<file path="src/rtl/breakout_pkg.sv">
// breakout_pkg: Breakout geometry, game-state and sequencer-phase types shared by game logic and render logic.
package breakout_pkg;
    localparam int BRICKS     = 12;
    localparam int LIVES_INIT = 3;

    typedef enum logic [1:0] {READY = 2'd0, PLAY = 2'd1, OVER = 2'd2, WON = 2'd3} game_state_t;
    typedef enum logic [2:0] {WAIT, PAD, BALL, WALL, BRICK, HIT, COMMIT} phase_t;

    localparam logic [10:0] FIELD_L   = 11'd40;
    localparam logic [10:0] FIELD_R   = 11'd589;
    localparam logic [10:0] TOP_WALL  = 11'd29;
    localparam logic [10:0] PAD_TOP   = 11'd440;
    localparam logic [10:0] PAD_BOT   = 11'd459;
    localparam logic [10:0] PAD_W     = 11'd64;
    localparam logic [10:0] PAD_STEP  = 11'd5;
    localparam logic [10:0] PAD_MIN   = 11'd45;
    localparam logic [10:0] PAD_MAX   = 11'd520;
    localparam logic [10:0] PAD_INIT  = 11'd233;
    localparam logic [10:0] BALL_SIZE = 11'd4;
    localparam logic [10:0] BALL_OFS  = 11'd30;
    localparam logic [10:0] SNAP_ROW  = 11'd436;
    localparam logic [10:0] LOSE_ROW  = 11'd475;

    // Bricks 0..5 form row A, 6..11 form row B.
    localparam logic [10:0] BRICK_LEFT [BRICKS] = '{11'd40, 11'd140, 11'd240, 11'd340, 11'd440, 11'd540,
                                                    11'd40, 11'd90, 11'd190, 11'd290, 11'd390, 11'd490};
    localparam logic [10:0] BRICK_WIDTH [BRICKS] = '{11'd100, 11'd100, 11'd100, 11'd100, 11'd100, 11'd50,
                                                     11'd50, 11'd100, 11'd100, 11'd100, 11'd100, 11'd100};
    localparam logic [10:0] BRICK_TOP [BRICKS] = '{11'd100, 11'd100, 11'd100, 11'd100, 11'd100, 11'd100,
                                                   11'd150, 11'd150, 11'd150, 11'd150, 11'd150, 11'd150};
    localparam logic [10:0] BRICK_HEIGHT [BRICKS] = '{default: 11'd30};
endpackage

</file>
<file path="src/rtl/rect_overlap.sv">
// rect_overlap: combinational overlap test of two axis-aligned rectangles with inclusive bounds.
module rect_overlap (
    input  logic [10:0] a_l,
    input  logic [10:0] a_r,
    input  logic [10:0] a_t,
    input  logic [10:0] a_b,
    input  logic [10:0] b_l,
    input  logic [10:0] b_r,
    input  logic [10:0] b_t,
    input  logic [10:0] b_b,
    output logic        hit
);
    assign hit = (a_l <= b_r) && (b_l <= a_r) && (a_t <= b_b) && (b_t <= a_b);
endmodule

</file>
<file path="src/rtl/game_sequencer.sv">
// game_sequencer: per-frame Breakout update on scratch state, published at COMMIT; BALL_SPEEDUP_EN raises vertical step to 3 once score >= 6.
module game_sequencer
    import breakout_pkg::*;
(
    input  logic              CLOCK_50,
    input  logic              reset_n,
    input  logic              frame_tick,
    input  logic              left,
    input  logic              right,
    input  logic              launch,
    output logic [9:0]        paddle_x,
    output logic [8:0]        ball_row,
    output logic [9:0]        ball_col,
    output logic [BRICKS-1:0] brick_alive,
    output logic [3:0]        score,
    output logic [1:0]        lives,
    output logic [1:0]        game_state,
    output logic              busy
);
    phase_t            phase, phase_n;
    game_state_t       gs_s, gs_n;
    logic [3:0]        idx, idx_n, score_s, score_n;
    logic [10:0]       pad_s, pad_n, row_s, row_n, col_s, col_n, vstep, ball_r, ball_b;
    logic [BRICKS-1:0] alive_s, alive_n;
    logic [1:0]        lives_s, lives_n;
    logic              go_down, go_down_n, go_right, go_right_n, hit_done, hit_done_n;
    logic              pend, brick_hit, pad_hit;

`ifdef BALL_SPEEDUP_EN
    assign vstep = (score_s >= 4'd6) ? 11'd3 : 11'd2;
`else
    assign vstep = 11'd2;
`endif

    assign busy   = phase != WAIT;
    assign ball_r = col_s + BALL_SIZE - 11'd1;
    assign ball_b = row_s + BALL_SIZE - 11'd1;

    rect_overlap u_brick (
        .a_l(col_s), .a_r(ball_r), .a_t(row_s), .a_b(ball_b),
        .b_l(BRICK_LEFT[idx]), .b_r(BRICK_LEFT[idx] + BRICK_WIDTH[idx] - 11'd1),
        .b_t(BRICK_TOP[idx]), .b_b(BRICK_TOP[idx] + BRICK_HEIGHT[idx] - 11'd1),
        .hit(brick_hit)
    );

    rect_overlap u_paddle (
        .a_l(col_s), .a_r(ball_r), .a_t(row_s), .a_b(ball_b),
        .b_l(pad_s), .b_r(pad_s + PAD_W - 11'd1), .b_t(PAD_TOP), .b_b(PAD_BOT),
        .hit(pad_hit)
    );

    always_ff @(posedge CLOCK_50 or negedge reset_n)
        if (!reset_n) phase <= WAIT;
        else phase <= phase_n;

    always_comb begin
        phase_n    = phase;
        idx_n      = idx;
        pad_n      = pad_s;
        row_n      = row_s;
        col_n      = col_s;
        alive_n    = alive_s;
        score_n    = score_s;
        lives_n    = lives_s;
        gs_n       = gs_s;
        go_down_n  = go_down;
        go_right_n = go_right;
        hit_done_n = hit_done;
        case (phase)
            WAIT: phase_n = frame_tick ? PAD : WAIT;
            PAD: begin
                phase_n    = BALL;
                hit_done_n = 1'b0;
                if (left && !right && pad_s >= PAD_MIN) pad_n = pad_s - PAD_STEP;
                else if (right && !left && pad_s <= PAD_MAX) pad_n = pad_s + PAD_STEP;
            end
            BALL: begin
                phase_n = WALL;
                if (gs_s == PLAY) begin
                    row_n = go_down ? row_s + vstep : row_s - vstep;
                    col_n = go_right ? col_s + 11'd1 : col_s - 11'd1;
                end else if (gs_s == READY) begin
                    row_n = SNAP_ROW;
                    col_n = pad_s + BALL_OFS;
                end
            end
            WALL: begin
                phase_n = BRICK;
                idx_n   = 4'd0;
                if (row_s <= TOP_WALL) begin
                    row_n     = TOP_WALL + 11'd1;
                    go_down_n = 1'b1;
                end
                if (col_s < FIELD_L) begin
                    col_n      = FIELD_L;
                    go_right_n = 1'b1;
                end else if (col_s + 11'd3 > FIELD_R) begin
                    col_n      = FIELD_R - 11'd3;
                    go_right_n = 1'b0;
                end
            end
            BRICK: begin
                phase_n = (idx == 4'(BRICKS - 1)) ? HIT : BRICK;
                idx_n   = (idx == 4'(BRICKS - 1)) ? 4'd0 : idx + 4'd1;
                // Only the lowest-indexed overlapping brick breaks in a frame.
                if (!hit_done && alive_s[idx] && brick_hit) begin
                    alive_n[idx] = 1'b0;
                    score_n      = (score_s == 4'd15) ? 4'd15 : score_s + 4'd1;
                    go_down_n    = !go_down;
                    hit_done_n   = 1'b1;
                end
            end
            HIT: begin
                phase_n = COMMIT;
                if (gs_s == PLAY) begin
                    if (go_down && pad_hit) begin
                        go_down_n = 1'b0;
                        row_n     = SNAP_ROW;
                    end else if (row_s > LOSE_ROW) begin
                        lives_n = (lives_s == 2'd0) ? 2'd0 : lives_s - 2'd1;
                        gs_n    = (lives_s <= 2'd1) ? OVER : READY;
                    end
                end
            end
            COMMIT: begin
                phase_n = WAIT;
                if (pend && (gs_s == OVER || gs_s == WON)) begin
                    alive_n = '1;
                    score_n = 4'd0;
                    lives_n = 2'(LIVES_INIT);
                    gs_n    = READY;
                    pad_n   = PAD_INIT;
                    row_n   = SNAP_ROW;
                    col_n   = PAD_INIT + BALL_OFS;
                end else if (alive_s == '0) begin
                    gs_n = WON;
                end else if (pend && gs_s == READY) begin
                    gs_n       = PLAY;
                    go_down_n  = 1'b0;
                    go_right_n = 1'b1;
                end
            end
            default: phase_n = WAIT;
        endcase
    end

    always_ff @(posedge CLOCK_50 or negedge reset_n)
        if (!reset_n) begin
            idx         <= 4'd0;
            pad_s       <= PAD_INIT;
            row_s       <= SNAP_ROW;
            col_s       <= PAD_INIT + BALL_OFS;
            alive_s     <= '1;
            score_s     <= 4'd0;
            lives_s     <= 2'(LIVES_INIT);
            gs_s        <= READY;
            go_down     <= 1'b0;
            go_right    <= 1'b1;
            hit_done    <= 1'b0;
            pend        <= 1'b0;
            paddle_x    <= PAD_INIT[9:0];
            ball_row    <= SNAP_ROW[8:0];
            ball_col    <= 10'(PAD_INIT + BALL_OFS);
            brick_alive <= '1;
            score       <= 4'd0;
            lives       <= 2'(LIVES_INIT);
            game_state  <= READY;
        end else begin
            idx      <= idx_n;
            pad_s    <= pad_n;
            row_s    <= row_n;
            col_s    <= col_n;
            alive_s  <= alive_n;
            score_s  <= score_n;
            lives_s  <= lives_n;
            gs_s     <= gs_n;
            go_down  <= go_down_n;
            go_right <= go_right_n;
            hit_done <= hit_done_n;
            // A launch arriving on the COMMIT edge survives into the next frame.
            pend     <= ((phase == COMMIT) ? 1'b0 : pend) | launch;
            if (phase == COMMIT) begin
                paddle_x    <= pad_n[9:0];
                ball_row    <= row_n[8:0];
                ball_col    <= col_n[9:0];
                brick_alive <= alive_n;
                score       <= score_n;
                lives       <= lives_n;
                game_state  <= gs_n;
            end
        end
endmodule
</file>
<file path="config.mk">
export PLATFORM = sky130hd
export DESIGN_NAME = game_sequencer
export DESIGN_NICKNAME = d
export VERILOG_FILES = /design/src/rtl/breakout_pkg.sv /design/src/rtl/rect_overlap.sv /design/src/rtl/game_sequencer.sv
export SDC_FILE = /design/constraint.sdc
export NUM_CORES = 1
export LEC_CHECK = 0
export CORE_MARGIN = 3
export CORE_UTILIZATION = 42
export DETAILED_ROUTE_END_ITERATION = 7
export GPL_ROUTABILITY_DRIVEN = 0
export PLACE_DENSITY = 0.66
export SLEW_MARGIN = 20
export SYNTH_ARGS = -nofsm -noshare
export SYNTH_HDL_FRONTEND = slang
export SYNTH_HIERARCHICAL = 1
export SYNTH_SLANG_ARGS = --single-unit
export TNS_END_PERCENT = 5
</file>
<file path="constraint.sdc">
create_clock -name CLOCK_50 -period 14.81 [get_ports CLOCK_50]
set_clock_uncertainty 0.05 [all_clocks]
set_input_delay 1.481 -clock CLOCK_50 [delete_from_list [all_inputs] [get_ports CLOCK_50]]
set_output_delay 1.481 -clock CLOCK_50 [all_outputs]
set_load 0.02 [all_outputs]
</file>
==> metrics, run 1 <==
most common cell after layout, fill and taps aside nand2_1; WL/cell 18.1 um; final worst path period share about 39%; Highest Clock Rate 0.172 GHz; CP arrival 6.05 ns; crit path capture type flip-flop; Crit. path cell count 23; Final Hold Viols 0; vias in the first global route 8911; Top FF cell, synth dfstp_2; Synth Register Bits 113; setup bufs post-CTS 0; crit path kind reg2reg; R2R Setup Slk 9.01 ns; H-tree depth 4; Routed Antenna Nets 0; part of the Yosys area used for sequential elements 28.4%; worst path cell trace ha_1 -> nand2_1 -> o21ai_0 -> o21ai_0 -> ha_1 -> inv_1 -> ha_1 -> fa_1 -> a21o_1 -> a21o_1 -> a31oi_1 -> xnor2_1 -> inv_1 -> ha_1 -> a21oi_1 -> nor2_1 -> a211oi_1 -> o21ai_0 -> a221oi_2 -> o2111ai_1 -> nor3_2 -> and2_1 -> a31oi_1; Syn Std Cell Area 10200 um2; Final Net Count 1448; status complete, no violations; # IOs 56; Max FO, Critical Path 13; warnings from Yosys 6; synth unique cells 79; Die X 162 um; final setup TNS 0 ns; power density over cell area 239 nW/um2; Slew headroom 34.1%; cts repair resizes 0; Worst-Margin Slew roughly 0.99 ns; first-pass GRT wire length around 48 mm; DR DRC count 0; total CTS buffers 17; initial antenna violation count 0; post-layout util roughly half; Max Cap Viol 0; DP HPWL 21.4 mm; DR pass1 iterations 6; Slowest cell on crit path dfrtp_1; worst hold path type reg2reg; slowest stage delay, CP 0.66 ns; ant diodes 0; Startpoint Class flip-flop; Static Leak 5.32 nW; Syn Area/Cell 8.19 um2; most frequent cells in the layout nand2_1, inv_1, ha_1; largest net degree at the start of global routing 78; cell family with most CP delay compound AO/OA/AOI/OAI gates; Area growth syn-to-layout 15.8%; crit path capture alive_s[9]$_DFF_PN1_; Reg clk slew, reported paths 0.06 ns; 1st-iter DRT viols approximately 800; reg2reg path depth 23; Core Box Area 23700 um2; most used cell, CP ha_1; Peak VDD IR 0.0887 mV; CP startpoint idx[0]$_DFFE_PN0P_; gr ovfl total 0; Clock Path Buffers 2; Final Max Slew Viols 0; Req. time, crit path 15.06 ns; Skew-Pair Late Insertion Delay ~0.42 ns; total track usage approximately 23%; WP buf/inv 2; setup violators final 0; routed vias/inst 5.74; endpoint of the worst register-to-register path alive_s[9]$_DFF_PN1_; EDFF count, synth 0; min Tclk post-route roughly 5.8 ns; starting density of the core 43.1%; Buffers on Ports 55; clock root buffer master clkbuf_16; RSZ-0062 raised after global routing no; TritonCTS clock tree built; HP Start brick_alive[10]$_DFFE_PN1P_; share of cells above drive strength 1 10.5%; row cnt 56; reg2reg start idx[0]$_DFFE_PN0P_; routed via count approximately 9400; cells after synthesis 1246; routed wire length 29.7 mm; # hold bufs at CTS 0; Async S/R FF share, synth 100%; chip height 162 um; die area 26200 um2; clk sinks between 100 and 150
-- through the flow --
stage | total power [W] | worst slack (ns) | std cells | area [um2] | hold slack [ns]
5_1_grt | 0.00306 | 8.60 | 1637 | 11800 | 0.421
2_1_floorplan | 0.00180 | 9.84 | 1283 | 10300 | 0.400
3_3_place_gp | 0.00225 | 8.93 | 1605 | 11100 | 0.393
4_1_cts | 0.00281 | 8.69 | 1637 | 11800 | 0.402
3_5_place_dp | 0.00230 | 8.73 | 1605 | 11100 | 0.394
6_report | 0.00283 | 9.01 | 1637 | 11800 | 0.399
-- worst min-delay path: cells and delay by family, from the launching register on --
| family | cells | cell delay [ns] |
|---|---|---|
| DFF | 1 | 0.36 |
| and+or+nand+nor | 2 | 0.08 |
-- Yosys cell counts (4+ instances only) --
| master | count | area (um2) |
|---|---|---|
| nand2_1 | 137 | 514 |
| inv_1 | 136 | 510 |
| ha_1 | 134 | 1680 |
| o21ai_0 | 84 | 420 |
| nor2_1 | 79 | 297 |
| a21oi_1 | 71 | 355 |
| dfstp_2 | 57 | 1500 |
| dfrtp_1 | 56 | 1400 |
| clkbuf_1 | 51 | 191 |
| nand3_1 | 47 | 235 |
| nor3_1 | 29 | 145 |
| xnor2_1 | 28 | 245 |
| nand4_1 | 24 | 150 |
| a211oi_1 | 20 | 150 |
| xor2_1 | 19 | 166 |
| a21o_1 | 16 | 120 |
| a31oi_1 | 15 | 93.8 |
| o211ai_1 | 15 | 113 |
| or3_1 | 15 | 93.8 |
| mux2i_1 | 13 | 130 |
| nand3b_1 | 12 | 90.1 |
| and3_1 | 11 | 68.8 |
| nand2b_1 | 11 | 68.8 |
| o31ai_1 | 11 | 82.6 |
| nor2b_1 | 9 | 56.3 |
| o21a_1 | 9 | 67.6 |
| a21oi_2 | 8 | 70.1 |
| a211oi_2 | 6 | 75.1 |
| o22ai_1 | 6 | 37.5 |
| or2_2 | 6 | 37.5 |
| and2_1 | 5 | 31.3 |
| nor4_1 | 5 | 31.3 |
| or4_1 | 5 | 37.5 |
| a22o_1 | 4 | 35.0 |
| mux2_2 | 4 | 45.0 |
| nor3b_1 | 4 | 30.0 |
| o2111ai_1 | 4 | 35.0 |
| o22a_1 | 4 | 35.0 |
-- power breakdown --
group / total (W) / leakage (nW) / internal, W / switching, W
logic: 0.00161 / 3.66 / 0.000675 / 0.000940
registers: 0.000717 / 1.33 / 0.000470 / 0.000247
clock network: 0.000495 / 0.329 / 0.000337 / 0.000158
total: 0.00283 / 5.32 / 0.00148 / 0.00134
-- flip-flops by register name, summed over array words and instances (netlist names), 4 cells and up --
register	flops
alive_s	12
brick_alive	12
col_s	11
pad_s	11
row_s	11
ball_col	10
paddle_x	10
ball_row	9
idx	4
score	4
score_s	4
-- how the worst min path moves through the flow --
stage,end,depth (start not counted)
2_1_floorplan,hit_done$_DFFE_PN0P_,1
3_3_place_gp,paddle_x[3]$_DFFE_PN1P_,2
3_5_place_dp,brick_alive[10]$_DFFE_PN1P_,2
4_1_cts,brick_alive[10]$_DFFE_PN1P_,2
5_1_grt,brick_alive[2]$_DFFE_PN1P_,2
6_report,brick_alive[10]$_DFFE_PN1P_,2
-- metal layers --
layer  GRT usage [%]  part of all wire, %  vias up
met1            31.0                   45     4474
li1                -                    -     4527
met5               0                    0        -
met3            4.00                  6.8       43
met2            37.2                   46      357
met4            6.67                  2.0        0
-- cell type report --
| cell class | instances | area [um2] |
|---|---|---|
| clock inverter | 14 | 259 |
| fill | 2290 | 11900 |
| multi-input combinational | 978 | 6730 |
| timing repair buffer | 59 | 578 |
| inverter | 136 | 510 |
| clock buffer | 18 | 439 |
| sequential | 113 | 2900 |
| tap | 319 | 399 |
-- kinds of logic (layout without fill, tap and decap cells) --
| family | Yosys count | after routing | synth area share, % |
|---|---|---|---|
| AOI/OAI and AO/OA | 327 | 327 | 21.9 |
| xor gates and xnor gates | 47 | 47 | 4.03 |
| adders and majority gates | 137 | 137 | 17.0 |
| buffers and inverters | 192 | 227 | 7.15 |
| DFF | 113 | 113 | 28.4 |
| muxes | 19 | 19 | 2.16 |
| other | 2 | 39 | 0.0736 |
| and+or+nand+nor | 409 | 409 | 19.3 |
No activity file was read; power rests on OpenSTA's default activity.
==> run 2: changes to the inputs <==
--- a/config.mk
+++ b/config.mk
@@ -9,7 +9,7 @@
 export CORE_UTILIZATION = 42
 export DETAILED_ROUTE_END_ITERATION = 7
 export GPL_ROUTABILITY_DRIVEN = 0
-export PLACE_DENSITY = 0.66
+export PLACE_DENSITY = 0.69
 export SLEW_MARGIN = 20
 export SYNTH_ARGS = -nofsm -noshare
 export SYNTH_HDL_FRONTEND = slang
==> constraint.sdc (replaced) <==
create_clock -name CLOCK_50 -period 4.8 [get_ports CLOCK_50]
set_clock_uncertainty 0.05 [all_clocks]
set_input_delay 0.48 -clock CLOCK_50 [delete_from_list [all_inputs] [get_ports CLOCK_50]]
set_output_delay 0.48 -clock CLOCK_50 [all_outputs]
set_load 0.02 [all_outputs]
==> metrics, run 2 (synthesis gave the netlist of run 1 again) <==
status complete, no violations; Die X 162 um (unchanged); total track usage 23.1% (+0.31 points); Final Max Slew Viols 0 (unchanged); final setup TNS 0 ns (unchanged); Worst-Margin Slew 1.06 ns (+0.0673 ns); die area 26200 um2 (unchanged); setup violators final 0 (unchanged); largest net degree at the start of global routing 77 (-1.3%); Reg clk slew, reported paths 0.06 ns (about the same); Max FO, Critical Path 5 (-8); share of cells above drive strength 1 14.6% (+4.1 points); # hold bufs at CTS 0 (unchanged); Place WS -0.0956 ns (-8.83 ns); Final Net Count 1497 (+3.4%); row cnt 56 (unchanged); TritonCTS clock tree built; crit path kind reg2reg; DP HPWL 22.2 mm (+3.6%); Area growth syn-to-layout 19.0%; Routed Antenna Nets 0 (unchanged); Final Power 0.00887 W (+210%); # IOs 56 (unchanged); most common cell after layout, fill and taps aside nand2_1; reg2reg path depth 23 (unchanged); Core Box Area 23700 um2 (unchanged); vias in the first global route 9380 (+5.3%); gr ovfl total 0 (unchanged); DR DRC count 0 (unchanged); ant diodes 0 (unchanged); final setup margin 0.197 ns (-8.81 ns); Largest regs alive_s (12), brick_alive (12); chip height 162 um (unchanged); reg2reg start idx[1]$_DFFE_PN0P_; total CTS buffers 17 (unchanged); H-tree depth 4 (unchanged); Req. time, crit path 5.10 ns (-9.96 ns); Highest Clock Rate 0.217 GHz (+26%); min Tclk post-route 4.60 ns (-1.20 ns); routed via count 9635 (+2.5%); Peak VDD IR 0.294 mV (+230%); most frequent cells in the layout nand2_1, inv_1, ha_1; first-pass GRT wire length 48.9 mm (+2.2%); CP arrival 4.91 ns (-1.14 ns); Final Hold Viols 0 (unchanged); post-layout util 51.3% (+1.4 points); 1st-iter DRT viols 845 (+5.9%); final worst path period share 95.9% (+57 points); Max Cap Viol 0 (unchanged); R2R Setup Slk 0.20 ns (-8.81 ns); Skew-Pair Late Insertion Delay 0.43 ns (about the same); worst hold path type in2async; Filler cells 2263 (-1.2%); Hold WS 0.181 ns (-0.218 ns); DR pass1 iterations 5 (-1); Static Leak 5.51 nW (+3.6%); routed wire length 30.2 mm (+1.7%); crit path capture type flip-flop; initial antenna violation count 0 (unchanged); routed vias/inst 5.71 (-0.49%); Startpoint Class flip-flop; clock root buffer master clkbuf_16; endpoint of the worst register-to-register path alive_s[4]$_DFF_PN1_; Clock Path Buffers 2 (unchanged); WL/cell 17.9 um (-1.2%); starting density of the core 43.1% (unchanged); Buffers on Ports 55 (unchanged); power density over cell area 731 nW/um2 (+210%); clk sinks 113 (unchanged); Slew headroom 28.7% (-5.4 points)
-- run 2: where the power goes --
group          leakage, nW  internal [W]  total (W)  switching (W)
logic                 3.91       0.00237    0.00559        0.00322
clock network        0.270      0.000773    0.00124       0.000464
registers             1.33       0.00145    0.00204       0.000587
total                 5.51       0.00460    0.00887        0.00428
-- run 2: worst max path at each step --
stage / depth (start not counted) / endpoint / slack, ns / start
after floorplan: 25 / alive_s[4]$_DFF_PN1_ / 0.02 / idx[0]$_DFFE_PN0P_
after global placement: 24 / score_s[3]$_DFF_PN0_ / 0.03 / idx[0]$_DFFE_PN0P_
after detailed placement: 24 / score_s[0]$_DFF_PN0_ / -0.1 / idx[0]$_DFFE_PN0P_
after CTS: 22 / score_s[0]$_DFF_PN0_ / 0.01 / idx[0]$_DFFE_PN0P_
after global routing: 24 / alive_s[4]$_DFF_PN1_ / -0.09 / idx[0]$_DFFE_PN0P_
final: 23 / alive_s[4]$_DFF_PN1_ / 0.20 / idx[1]$_DFFE_PN0P_
-- run 2: what timing repair did --
action,in CTS,in global routing
pin swaps,4,12
cloned,1,0
setup buffers,1,3
endpoints found under the setup margin,18,18
gates resized for setup,8,18
-- run 2: final cells by class --
cell class | count | area [um2] | area share (%)
Clock buffer | 22 | 454 | 3.74
Clock inverter | 10 | 111 | 0.917
Inverter | 136 | 510 | 4.20
Multi-Input combinational cell | 978 | 6830 | 56.2
Sequential cell | 113 | 2900 | 23.9
Tap cell | 319 | 399 | 3.29
Timing Repair Buffer | 108 | 943 | 7.77
-- run 2: through the flow --
step	std cells	cell area, um2
after floorplan	1283	10400
after global placement	1649	11400
after detailed placement	1649	11400
after CTS	1683	12000
after global routing	1686	12100
final	1686	12100
-- run 2: metal layers --
layer	GRT usage (%)	routed length (um)
met5	0	0
met4	8.26	857
met3	4.13	2110
met2	38.2	13800
met1	30.3	13400
-- run 2: worst max-delay path, stage by stage, from the launching register on --
cell and delay [ns]:
dfrtp_1 0.43, inv_2 0.10, ha_1 0.16, nand2_1 0.06, o21ai_0 0.09, o21ai_1 0.11
ha_1 0.29, inv_1 0.04, ha_2 0.19, fa_2 0.38, a21o_1 0.18, a21o_1 0.19
buf_4 0.14, xor2_1 0.14, inv_1 0.06, ha_1 0.29, nand4_1 0.12, or3_1 0.39
a221oi_2 0.29, o2111ai_2 0.18, nor3_2 0.22, buf_4 0.18, nand3_1 0.07, a21o_1 0.18
